**config.mk**
```make
export PLATFORM = sky130hd
export DESIGN_NAME = result_packer
export DESIGN_NICKNAME = d
export VERILOG_FILES = /design/src/rtl/result_packer.sv
export SDC_FILE = /design/constraint.sdc
export NUM_CORES = 1
export LEC_CHECK = 0
export ABC_CLOCK_PERIOD_IN_PS = 3800
export CAP_MARGIN = 20
export CELL_PAD_IN_SITES_DETAIL_PLACEMENT = 1
export CELL_PAD_IN_SITES_GLOBAL_PLACEMENT = 1
export CORE_UTILIZATION = 25
export CTS_CLUSTER_DIAMETER = 50
export CTS_CLUSTER_SIZE = 25
export DETAILED_ROUTE_END_ITERATION = 10
export PLACE_DENSITY_LB_ADDON = 0.05
export SYNTH_ARGS = -nofsm -noshare
export SYNTH_HDL_FRONTEND = slang
export SYNTH_SLANG_ARGS = --single-unit
```
**constraint.sdc**
```tcl
create_clock -name aclk -period 3.8 [get_ports aclk]
set_clock_uncertainty 0.15 [all_clocks]
set_input_delay 0.57 -clock aclk [delete_from_list [all_inputs] [get_ports aclk]]
set_output_delay 0.57 -clock aclk [all_outputs]
set_load 0.01 [all_outputs]
```
**src/rtl/result_packer.sv**
```systemverilog
// result_packer: samples a held upstream result once every 4 cycles after a
// start strobe and queues it in a small FIFO that drains as an AXI-Stream
// master. Bursts are delimited by tlast every BURST_LEN beats. A sample that
// finds the FIFO full and not draining is dropped and flagged in the sticky
// overflow output.
//
// Optional feature: define RESULT_PACKER_DROP_CNT_EN to add a 16-bit
// saturating drop_cnt output that counts dropped samples.
module result_packer #(
    parameter int DEPTH     = 4,
    parameter int BURST_LEN = 8
) (
    input  logic        aclk,
    input  logic        areset,
    input  logic        ld,
    input  logic        stop,
    input  logic [31:0] din,
    input  logic        m_axis_tready,
    output logic [31:0] m_axis_tdata,
    output logic        m_axis_tvalid,
    output logic        m_axis_tlast,
    output logic        overflow
`ifdef RESULT_PACKER_DROP_CNT_EN
    ,
    output logic [15:0] drop_cnt
`endif
);

    // Pointer width indexes DEPTH entries; count width must also hold DEPTH.
    localparam int              PW           = (DEPTH > 1) ? $clog2(DEPTH) : 1;
    localparam int              CW           = $clog2(DEPTH + 1);
    localparam logic [CW-1:0]   LP_DEPTH     = CW'(DEPTH);
    localparam logic [7:0]      LP_LAST_BEAT = 8'(BURST_LEN - 1);

    typedef enum logic {
        ST_IDLE,
        ST_RUN
    } state_t;

    state_t          r_state;
    logic [1:0]      r_phase;
    logic [31:0]     r_mem [DEPTH];
    logic [PW-1:0]   r_wr_ptr;
    logic [PW-1:0]   r_rd_ptr;
    logic [CW-1:0]   r_count;
    logic [7:0]      r_beat;
    logic            r_overflow;

    logic            w_valid;
    logic            w_pop;
    logic            w_capture;
    logic            w_accept;
    logic            w_drop;

    // Handshake and capture decisions, all derived from registered state.
    assign w_valid   = (r_count != '0);
    assign w_pop     = w_valid && m_axis_tready;
    assign w_capture = (r_state == ST_RUN) && (r_phase == 2'd0);
    // A full FIFO can still take the sample when the head leaves on the same edge.
    assign w_accept  = w_capture && ((r_count < LP_DEPTH) || w_pop);
    assign w_drop    = w_capture && !w_accept;

    // Control FSM: IDLE waits for ld, RUN steps the 4-cycle sampling phase.
    // NOTE: state registers use non-blocking assignments so every flop samples
    // pre-edge values, independent of the order statements are evaluated.
    always_ff @(posedge aclk or posedge areset) begin
        if (areset) begin
            r_state <= ST_IDLE;
            r_phase <= 2'd0;
        end else begin
            unique case (r_state)
                ST_IDLE: begin
                    if (ld) begin
                        r_state <= ST_RUN;
                        r_phase <= 2'd0;
                    end
                end
                ST_RUN: begin
                    if (stop) begin
                        r_state <= ST_IDLE;
                        r_phase <= 2'd0;
                    end else begin
                        r_phase <= r_phase + 2'd1;
                    end
                end
                default: begin
                    r_state <= ST_IDLE;
                    r_phase <= 2'd0;
                end
            endcase
        end
    end

    // FIFO storage write port.
    // NOTE: the storage array has no reset; entries are only observable once
    // the count says they were written, and the output mux below forces zero
    // while the FIFO is empty.
    always_ff @(posedge aclk) begin
        if (w_accept) begin
            r_mem[r_wr_ptr] <= din;
        end
    end

    // FIFO pointers and occupancy; pointers wrap naturally at DEPTH (power of two).
    always_ff @(posedge aclk or posedge areset) begin
        if (areset) begin
            r_wr_ptr <= '0;
            r_rd_ptr <= '0;
            r_count  <= '0;
        end else begin
            if (w_accept) begin
                r_wr_ptr <= r_wr_ptr + PW'(1);
            end
            if (w_pop) begin
                r_rd_ptr <= r_rd_ptr + PW'(1);
            end
            unique case ({w_accept, w_pop})
                2'b10:   r_count <= r_count + CW'(1);
                2'b01:   r_count <= r_count - CW'(1);
                default: r_count <= r_count;
            endcase
        end
    end

    // Beat counter: counts accepted beats modulo BURST_LEN to place tlast.
    always_ff @(posedge aclk or posedge areset) begin
        if (areset) begin
            r_beat <= 8'd0;
        end else if (w_pop) begin
            if (r_beat == LP_LAST_BEAT) begin
                r_beat <= 8'd0;
            end else begin
                r_beat <= r_beat + 8'd1;
            end
        end
    end

    // Sticky overflow: set on any dropped sample, cleared only by reset.
    always_ff @(posedge aclk or posedge areset) begin
        if (areset) begin
            r_overflow <= 1'b0;
        end else if (w_drop) begin
            r_overflow <= 1'b1;
        end
    end

`ifdef RESULT_PACKER_DROP_CNT_EN
    logic [15:0] r_drop_cnt;

    // Saturating count of dropped samples.
    always_ff @(posedge aclk or posedge areset) begin
        if (areset) begin
            r_drop_cnt <= 16'd0;
        end else if (w_drop && (r_drop_cnt != 16'hFFFF)) begin
            r_drop_cnt <= r_drop_cnt + 16'd1;
        end
    end

    assign drop_cnt = r_drop_cnt;
`endif

    assign m_axis_tvalid = w_valid;
    assign m_axis_tdata  = w_valid ? r_mem[r_rd_ptr] : 32'h0;
    assign m_axis_tlast  = w_valid && (r_beat == LP_LAST_BEAT);
    assign overflow      = r_overflow;

endmodule

```
# After elaboration in Yosys (flattened, before gate mapping)
# Memories as Yosys holds them, arrays and structs flattened.
# Index checks and enable logic that the tools add are counted.
# totals
reg_bits	19
ramBits	128
input_bits	37
output_inout_bits	35
mem_count	1
# mem_list
name	depth	word_bits	rd	rd_clocked_by_memory_dff	wr	line	source
r_mem	4	32	1	0	1	42	logic [31:0] r_mem [DEPTH];
# op_classes
add_sub_neg	6
n_lt_le_gt_ge	1
n_eq_ne	4
muxes	11
bitwise	1
reduce_logical	10
# op_table
op	count
$mux W32	1
$add A8 B1 Y8 const B	1
$eq A8 B3 Y1 const B	1
$mux W8	1
$add A2 B1 Y2 const B	3
$pmux W3 S2	1
$logic_and A1 B1 Y1	5
$mux W1	4
$mux W2	2
$pmux W2 S2	1
$add A3 B1 Y3 const B	1
$lt A3 B3 Y1 const B	1
$reduce_bool A3 Y1	1
$sub A3 B1 Y3 const B	1
$eq A2 B1 Y1 const B	1
$eq A2 B2 Y1 const B	1
$logic_not A2 Y1	1
$ne A2 B2 Y1 const B	1
$pmux W1 S2	1
$reduce_bool A2 Y1	1
$logic_not A1 Y1	1
$logic_or A1 B1 Y1	1
$not A1 Y1	1

# Longest topological paths before layout
# Gate-level depths: netlist (run 1).
# logic_depth
word_depth	6
ltp_mapped	11

# Worst setup path before layout (run 1)
# OpenSTA, ideal clock, no wires.
# synth_path
kind	register -> register
start	register r_phase[0]
end	memory r_mem[0][0], enable pin
t_arrival_ns	1.742
t_required_ns	3.258
path_slack_ns	1.516
path_stages_with_launch	6
n_path_buf	0
period_less_slack_ns	2.284
cell_sequence	dfrtp_1 inv_1 ha_1 nand2_1 nor2_1 and2_1
# synth_via
elab_chain_len	5
# synth_rtl
element	line	source
from (decl)	41	logic [1:0] r_phase;
from (signal assigned)	83	r_phase <= r_phase + 2'd1;
$logic_not A2 Y1	58	assign w_capture = (r_state == ST_RUN) && (r_phase == 2'd0);
$logic_and A1 B1 Y1	58	
$logic_and A1 B1 Y1	60	assign w_accept = w_capture && ((r_count < LP_DEPTH) || w_pop);
$mux W1	99	if (w_accept) begin
$mux W1 (not written as such)	100	r_mem[r_wr_ptr] <= din;
to (decl)	42	
# Every way passes these cells.

# Final worst setup path (run 1)
# layout_path
start	register r_rd_ptr[0]
end	output port m_axis_tdata[25]
# layout_via
elab_chain_len	2
# layout_rtl
element	line	source
from (decl)	44	logic [PW-1:0] r_rd_ptr;
from (signal assigned)	115	r_rd_ptr <= r_rd_ptr + PW'(1);
$mem_v2 Z4 W32	-	
$mux W32	163	assign m_axis_tdata = w_valid ? r_mem[r_rd_ptr] : 32'h0;
to (decl)	19	output logic [31:0] m_axis_tdata,
# Every way passes these cells.

==> results of run 1 <==
[power breakdown]
part	total, uW	switching, uW	leakage (uW)	internal [uW]
Sequential	2280	211	0.00139	2070
Combinational	1970	856	0.000893	1110
Clock	1640	616	0.000274	1020
Total	5880	1680	0.00256	4200
[metrics by stage]
step / instances / power [uW]
floorplan: 294 / 3390
global placement: 677 / 4340
detailed placement: 677 / 4360
CTS: 709 / 6020
global route: 709 / 6240
finish: 709 / 5880
[state kept, by name (all words and copies together) (netlist names)]
signal    flops
r_beat        8
r_state       1
r_phase       2
r_count       3
overflow      1
r_mem       128
r_rd_ptr      2
r_wr_ptr      2
[synth_stat cells]
cell | instances | area share, %
fa_1 | 1 | 0.34
nor3_1 | 2 | 0.17
and2b_1 | 6 | 0.77
mux4_1 | 2 | 0.90
nand3_1 | 2 | 0.17
nor2b_1 | 27 | 2.9
nor4_1 | 2 | 0.21
edfxtp_1 | 128 | 66
and2_1 | 4 | 0.43
xor2_1 | 4 | 0.60
mux4_2 | 30 | 12
clkbuf_1 | 4 | 0.26
buf_2 | 3 | 0.26
nor2_1 | 3 | 0.19
nand4_1 | 1 | 0.11
a31o_2 | 1 | 0.15
ha_1 | 7 | 1.5
buf_12 | 2 | 0.68
nand2_1 | 11 | 0.71
a21oi_1 | 1 | 0.085
mux2_2 | 1 | 0.19
mux2i_1 | 1 | 0.17
o31ai_4 | 2 | 0.73
o31ai_1 | 1 | 0.13
dfrtp_1 | 19 | 8.1
nor3_2 | 1 | 0.17
inv_2 | 1 | 0.064
or4_4 | 1 | 0.19
inv_1 | 12 | 0.77
xnor2_1 | 7 | 1.0
buf_6 | 2 | 0.38
o21ai_0 | 5 | 0.43
[routing by layer]
metal	global-route usage, %	up-vias
met5	0	-
met4	4.53	0
met3	2.79	12
met2	19.5	52
met1	14.4	1529
li1	-	1320
[how the worst max path moves through the flow]
| stage | start | endpoint | slack [ns] | depth (start not counted) |
|---|---|---|---|---|
| after floorplan | r_phase[0]$_DFFE_PP0P_ | r_mem[0][0]$_DFFE_PP_ | 1.52 | 5 |
| after global placement | m_axis_tready | r_mem[1][21]$_DFFE_PP_ | 0.89 | 5 |
| after detailed placement | m_axis_tready | r_mem[1][21]$_DFFE_PP_ | 0.86 | 5 |
| after CTS | r_rd_ptr[0]$_DFFE_PP0P_ | m_axis_tdata[25] | 0.49 | 4 |
| after global routing | r_rd_ptr[0]$_DFFE_PP0P_ | m_axis_tdata[20] | 0.43 | 4 |
| final | r_rd_ptr[0]$_DFFE_PP0P_ | m_axis_tdata[25] | 0.58 | 4 |
[cells by family after synthesis]
| family | after synthesis | synth area share, % |
|---|---|---|
| simple gates | 60 | 6.01 |
| flops | 147 | 73.8 |
| mux | 34 | 12.8 |
| xor+xnor | 11 | 1.65 |
| buf+inv | 24 | 2.41 |
| fa+ha+maj | 8 | 1.84 |
| compound gates | 10 | 1.52 |
[critical path, delay by kind of cell (launching register included)]
kind | cells | cell delay, ns
buffers and inverters | 2 | 0.75
DFF | 1 | 0.66
muxes | 1 | 0.49
and+or+nand+nor | 1 | 0.18
[layout make-up]
type,count,area [um2]
Clock buffer,20,437
Clock inverter,12,139
Fill cell,2303,15200
Inverter,13,48.8
Multi-Input combinational cell,123,1410
Sequential cell,147,4320
Tap cell,313,392
Timing Repair Buffer,81,848
==> summary.txt, run 1 <==
Run status
  • Outcome: completed

Worst setup path
  • CP cell instances: buf_12 > mux4_2 > nor2b_1 > clkdlybuf4s50_1
  • Worst path slowest cell: dfrtp_2
  • Critical path capture point type: primary output
  • Worst path arrival time: 2.50 ns
  • Worst Path Max Fanout: 12
  • R2R Path Start: r_phase[0]$_DFFE_PP0P_
  • CP required: 3.08 ns
  • Worst setup SP type: register
  • Capturing point of the worst reg2reg path: r_mem[2][29]$_DFFE_PP_
  • Slowest stage delay, CP: 0.66 ns
  • Critical path class: register to primary output
  • Worst reg2reg path depth: 6
  • R2R Setup Slk: 1.44 ns

Global routing
  • GRT Resource Usage Total: 11.6%
  • First-pass GRT wire length: 20.0 mm
  • Vias in the first global route: 3311
  • Largest net degree at the start of global routing: 34
  • Antenna violations before repair: 0
  • GRT overflow: 0

Die
  • Core area: 0.0228 mm2
  • Die Height: 155 um
  • Io pins: 72
  • Die area: 0.0240 mm2
  • Die width: 155 um
  • Starting Density: 25.7%
  • Site Rows: 55

Timing
  • Final min period: 3.22 ns
  • Period Utilization, post-route: 84.9%
  • Worst setup margin: 0.576 ns
  • Slew @ Worst Pin: 0.795 ns
  • Min Hold Slack: 0.340 ns
  • Final setup violation count: 0
  • Fin Setup TNS: 0 ns
  • RSZ-0062 raised after global routing: no
  • Slew headroom: 47.0%
  • Final hold vios: 0
  • Max Freq: 0.310 GHz
  • Max-slew violation count: 0

Worst hold path
  • Hold endpoint: r_phase[1]$_DFFE_PP0P_
  • Hold Crit Depth: 2
  • Min-delay src: r_phase[1]$_DFFE_PP0P_
  • Hold Crit Class: register to register

Synth
  • Sequential area share after synthesis: 73.8%
  • Average size of a mapped cell: 19.9 um2
  • Yosys warns: 0
  • Yosys reg bits: 147
  • Post-synth cell types: 32
  • Net Count, Synth: 339
  • Mapped Area: 0.00585 mm2
  • Syn Inst Count: 294

Cells and area
  • Commonest non-fill, non-tap cell in the layout: edfxtp_1
  • Most frequent cells in the layout: edfxtp_1 (128), clkdlybuf4s50_1 (71), mux4_2 (30), nor2b_1 (27)
  • Post-route cell area: 0.00759 mm2
  • Antenna diodes: 0
  • Area grow syn2layout: 29.7%
  • Nets@finish: 428
  • Final Util: 33.3%
  • Share of cells above drive strength 1: 19.7%

Routing
  • Detail Route Antenna Nets: 0
  • Drt drc: 0
  • Highest metal used: met4
  • Via total after detailed routing: 2913
  • Routed length on met2: 6.39 mm
  • Metal1 wirelength: 5.79 mm
  • Routed WL: 12.8 mm
  • Wirelength per Cell: 18.0 um
  • Pre-Repair DR Iteration Count: 4
  • DRT iter0 DRCs: 97
  • WL met3: 421 um
  • Via density: 4.11

Clock tree
  • Root buf cell: clkbuf_16
  • CTS tree: done
  • CTS Hold Bufs: 0
  • # H-tree levels: 4
  • Worst-skew pair later-pin latency: 0.42 ns
  • Post-CTS sizing: 0
  • Longest Clk Path Bufs: 2
  • CTS sink cnt: 147
  • Clock Pin Slew Worst Setup and Hold Paths: 0.06 ns
  • Post-CTS Setup Inserts: 0
  • CTS Buf Count: 17

Placement
  • IO Port Bufs: 71
  • Global placement routability congestion: 0.703
  • Setup WS pre-CTS: 0.864 ns
  • Placement Cell Area: 0.00702 mm2
  • Detail Placement HPWL: 8.36 mm

Power and ir drop
  • Leakage power: 0.00256 uW
  • Pwr dens: 775 mW/mm2
  • VDD IR max: 0.296 mV

Job
  • # Max-Cap Violations: 0
Power figures use the tool's default switching activity.
==> run 2, diff against run 1 <==
--- a/config.mk
+++ b/config.mk
@@ -5,7 +5,7 @@
 export SDC_FILE = /design/constraint.sdc
 export NUM_CORES = 1
 export LEC_CHECK = 0
-export ABC_CLOCK_PERIOD_IN_PS = 3800
+export ABC_CLOCK_PERIOD_IN_PS = 2900
 export CAP_MARGIN = 20
 export CELL_PAD_IN_SITES_DETAIL_PLACEMENT = 1
 export CELL_PAD_IN_SITES_GLOBAL_PLACEMENT = 1
==> constraint.sdc (replaced) <==
create_clock -name aclk -period 2.9 [get_ports aclk]
set_clock_uncertainty 0.15 [all_clocks]
set_input_delay 0.435 -clock aclk [delete_from_list [all_inputs] [get_ports aclk]]
set_output_delay 0.435 -clock aclk [all_outputs]
set_load 0.01 [all_outputs]
==> summary.txt, run 2 (synthesis gave the netlist of run 1 again) <==
Run status
  • Outcome: completed

Die
  • Die area: 0.0240 mm2
  • Die width: 155 um
  • Io pins: 72
  • Site Rows: 55
  • Core area: 0.0228 mm2
  • Starting Density: 25.7%
  • Die Height: 155 um

Cells and area
  • Largest reg by FF count: r_mem
  • Area grow syn2layout: 33.4%
  • Max reg flops: 128
  • Biggest registers after layout: r_mem x128, r_beat x8, r_count x3
  • Most frequent cells in the layout: edfxtp_1 (128), clkdlybuf4s50_1 (65), mux4_2 (30), nor2b_1 (26), clkbuf_16 (19)
  • Nets@finish: 436
  • Commonest non-fill, non-tap cell in the layout: edfxtp_1
  • Filler Cell Count: 2271
  • Antenna diodes: 0
  • Share of cells above drive strength 1: 22.8%

Timing
  • Max Freq: 0.355 GHz
  • Final min period: 2.81 ns
  • Fin Setup TNS: 0 ns
  • Final setup violation count: 0
  • Max-slew violation count: 0
  • Slew headroom: 46.7%
  • Min Hold Slack: 0.328 ns
  • Slew @ Worst Pin: 0.799 ns
  • RSZ-0062 raised after global routing: no
  • Final hold vios: 0
  • Period Utilization, post-route: 97.0%

Worst setup path
  • Cell mode on critical path: buf_12
  • Capturing point of the worst reg2reg path: r_count[2]$_DFFE_PP0P_
  • R2R Path Start: r_count[0]$_DFFE_PP0P_
  • Worst path slowest cell: mux4_2
  • Slowest stage delay, CP: 0.49 ns
  • Critical Path Source: r_rd_ptr[0]$_DFFE_PP0P_
  • Worst setup SP type: register
  • CP top delay family: buffers and inverters
  • CP required: 2.32 ns
  • Worst path arrival time: 2.23 ns
  • R2R Setup Slk: 0.64 ns
  • Critical path class: register to primary output
  • CP cell instances: buf_12 > buf_12 > mux4_2 > and2b_1 > clkdlybuf4s50_1
  • WP buf/inv: 3
  • Worst reg2reg path depth: 8
  • Worst Path Max Fanout: 7
  • Critical path capture point type: primary output

Clock tree
  • # H-tree levels: 4
  • CTS tree: done
  • Longest Clk Path Bufs: 2
  • CTS Buf Count: 17
  • Root buf cell: clkbuf_16
  • CTS sink cnt: 147
  • Clock Pin Slew Worst Setup and Hold Paths: 0.06 ns
  • Worst-skew pair later-pin latency: 0.41 ns

Global routing
  • GRT Resource Usage Total: 11.4%
  • Largest net degree at the start of global routing: 33
  • GRT overflow: 0
  • Antenna violations before repair: 0
  • Vias in the first global route: 3244
  • First-pass GRT wire length: 19.6 mm

Power and ir drop
  • Leakage power: 0.00269 uW
  • Pwr dens: 1040 mW/mm2
  • VDD IR max: 0.441 mV
  • Design Power: 8090 uW

Routing
  • Routed WL: 12.9 mm
  • Pre-Repair DR Iteration Count: 4
  • DRT iter0 DRCs: 92
  • Wirelength per Cell: 18.1 um
  • Drt drc: 0
  • Detail Route Antenna Nets: 0
  • Via density: 4.10
  • Via total after detailed routing: 2934

Placement
  • Global placement routability congestion: 0.696
  • Detail Placement HPWL: 7.43 mm
  • IO Port Bufs: 71

Worst hold path
  • Hold Crit Class: primary input to asynchronous set/reset pin

Job
  • # Max-Cap Violations: 0
==> run 2: changes by cell type in the layout (fill, tap and decap cells not counted), moves of 2 or more <==
cell | before | now
clkinvlp_4 | 2 | 5
clkdlybuf4s50_1 | 71 | 65
dlygate4sd2_1 | 0 | 2
dlymetal6s2s_1 | 0 | 4
clkbuf_16 | 17 | 19
clkinv_1 | 4 | 1
clkbuf_1 | 3 | 0
buf_12 | 5 | 9
==> run 2: layout make-up <==
cell class / instances / area [um2] / share of cell area (%)
clock buffers: 17 / 425 / 5.45
clock inverters: 14 / 189 / 2.42
inverters: 13 / 48.8 / 0.625
multi-input cells: 123 / 1410 / 18.0
flip-flops and latches: 147 / 4320 / 55.4
well taps: 313 / 392 / 5.01
repair buffers: 89 / 1020 / 13.1
==> run 2: layer usage <==
metal / share of wire [%] / routed length (um) / global-route usage [%] / vias up
li1: - / - / - / 1331
met4: 1.1 / 144 / 4.24 / 0
met3: 3.7 / 478 / 3.15 / 11
met2: 53 / 6830 / 19.5 / 55
met1: 42 / 5490 / 13.5 / 1537
met5: 0 / 0 / 0 / -
==> run 2: worst max path at each step <==
stage,endpoint,slack (ns),cells after the start
after floorplan,r_mem[0][0]$_DFFE_PP_,0.62,5
after global placement,m_axis_tdata[0],0.38,4
after detailed placement,r_count[2]$_DFFE_PP0P_,0.37,9
after CTS,m_axis_tdata[30],-0.06,4
after global routing,m_axis_tdata[1],0.003,5
final,m_axis_tdata[1],0.09,5
==> run 2: per-stage QoR <==
stage                     util (%)  setup WS, ns  area [um2]  std cells
after floorplan                  -         0.616        5850        294
after CTS                     33.8       -0.0558        7690        710
after global routing          34.3       0.00263        7810        716
after detailed placement      30.9         0.365        7050        678
final                         34.3        0.0870        7810        716
after global placement        30.9         0.385        7050        678
==> run 2: timing repair <==
item                       in CTS  in global routing
cloned                          1                  2
resized for setup               3                  7
setup endpoints to repair      16                 17
hold endpoints to repair        0                  0
setup buffers                   0                  4
hold buffers                    0                  0
==> run 2: where the power goes <==
| part | total [uW] | internal [uW] | switching [uW] |
|---|---|---|---|
| clock | 2280 | 1430 | 850 |
| sequential | 2910 | 2710 | 197 |
| combinational | 2910 | 1650 | 1260 |
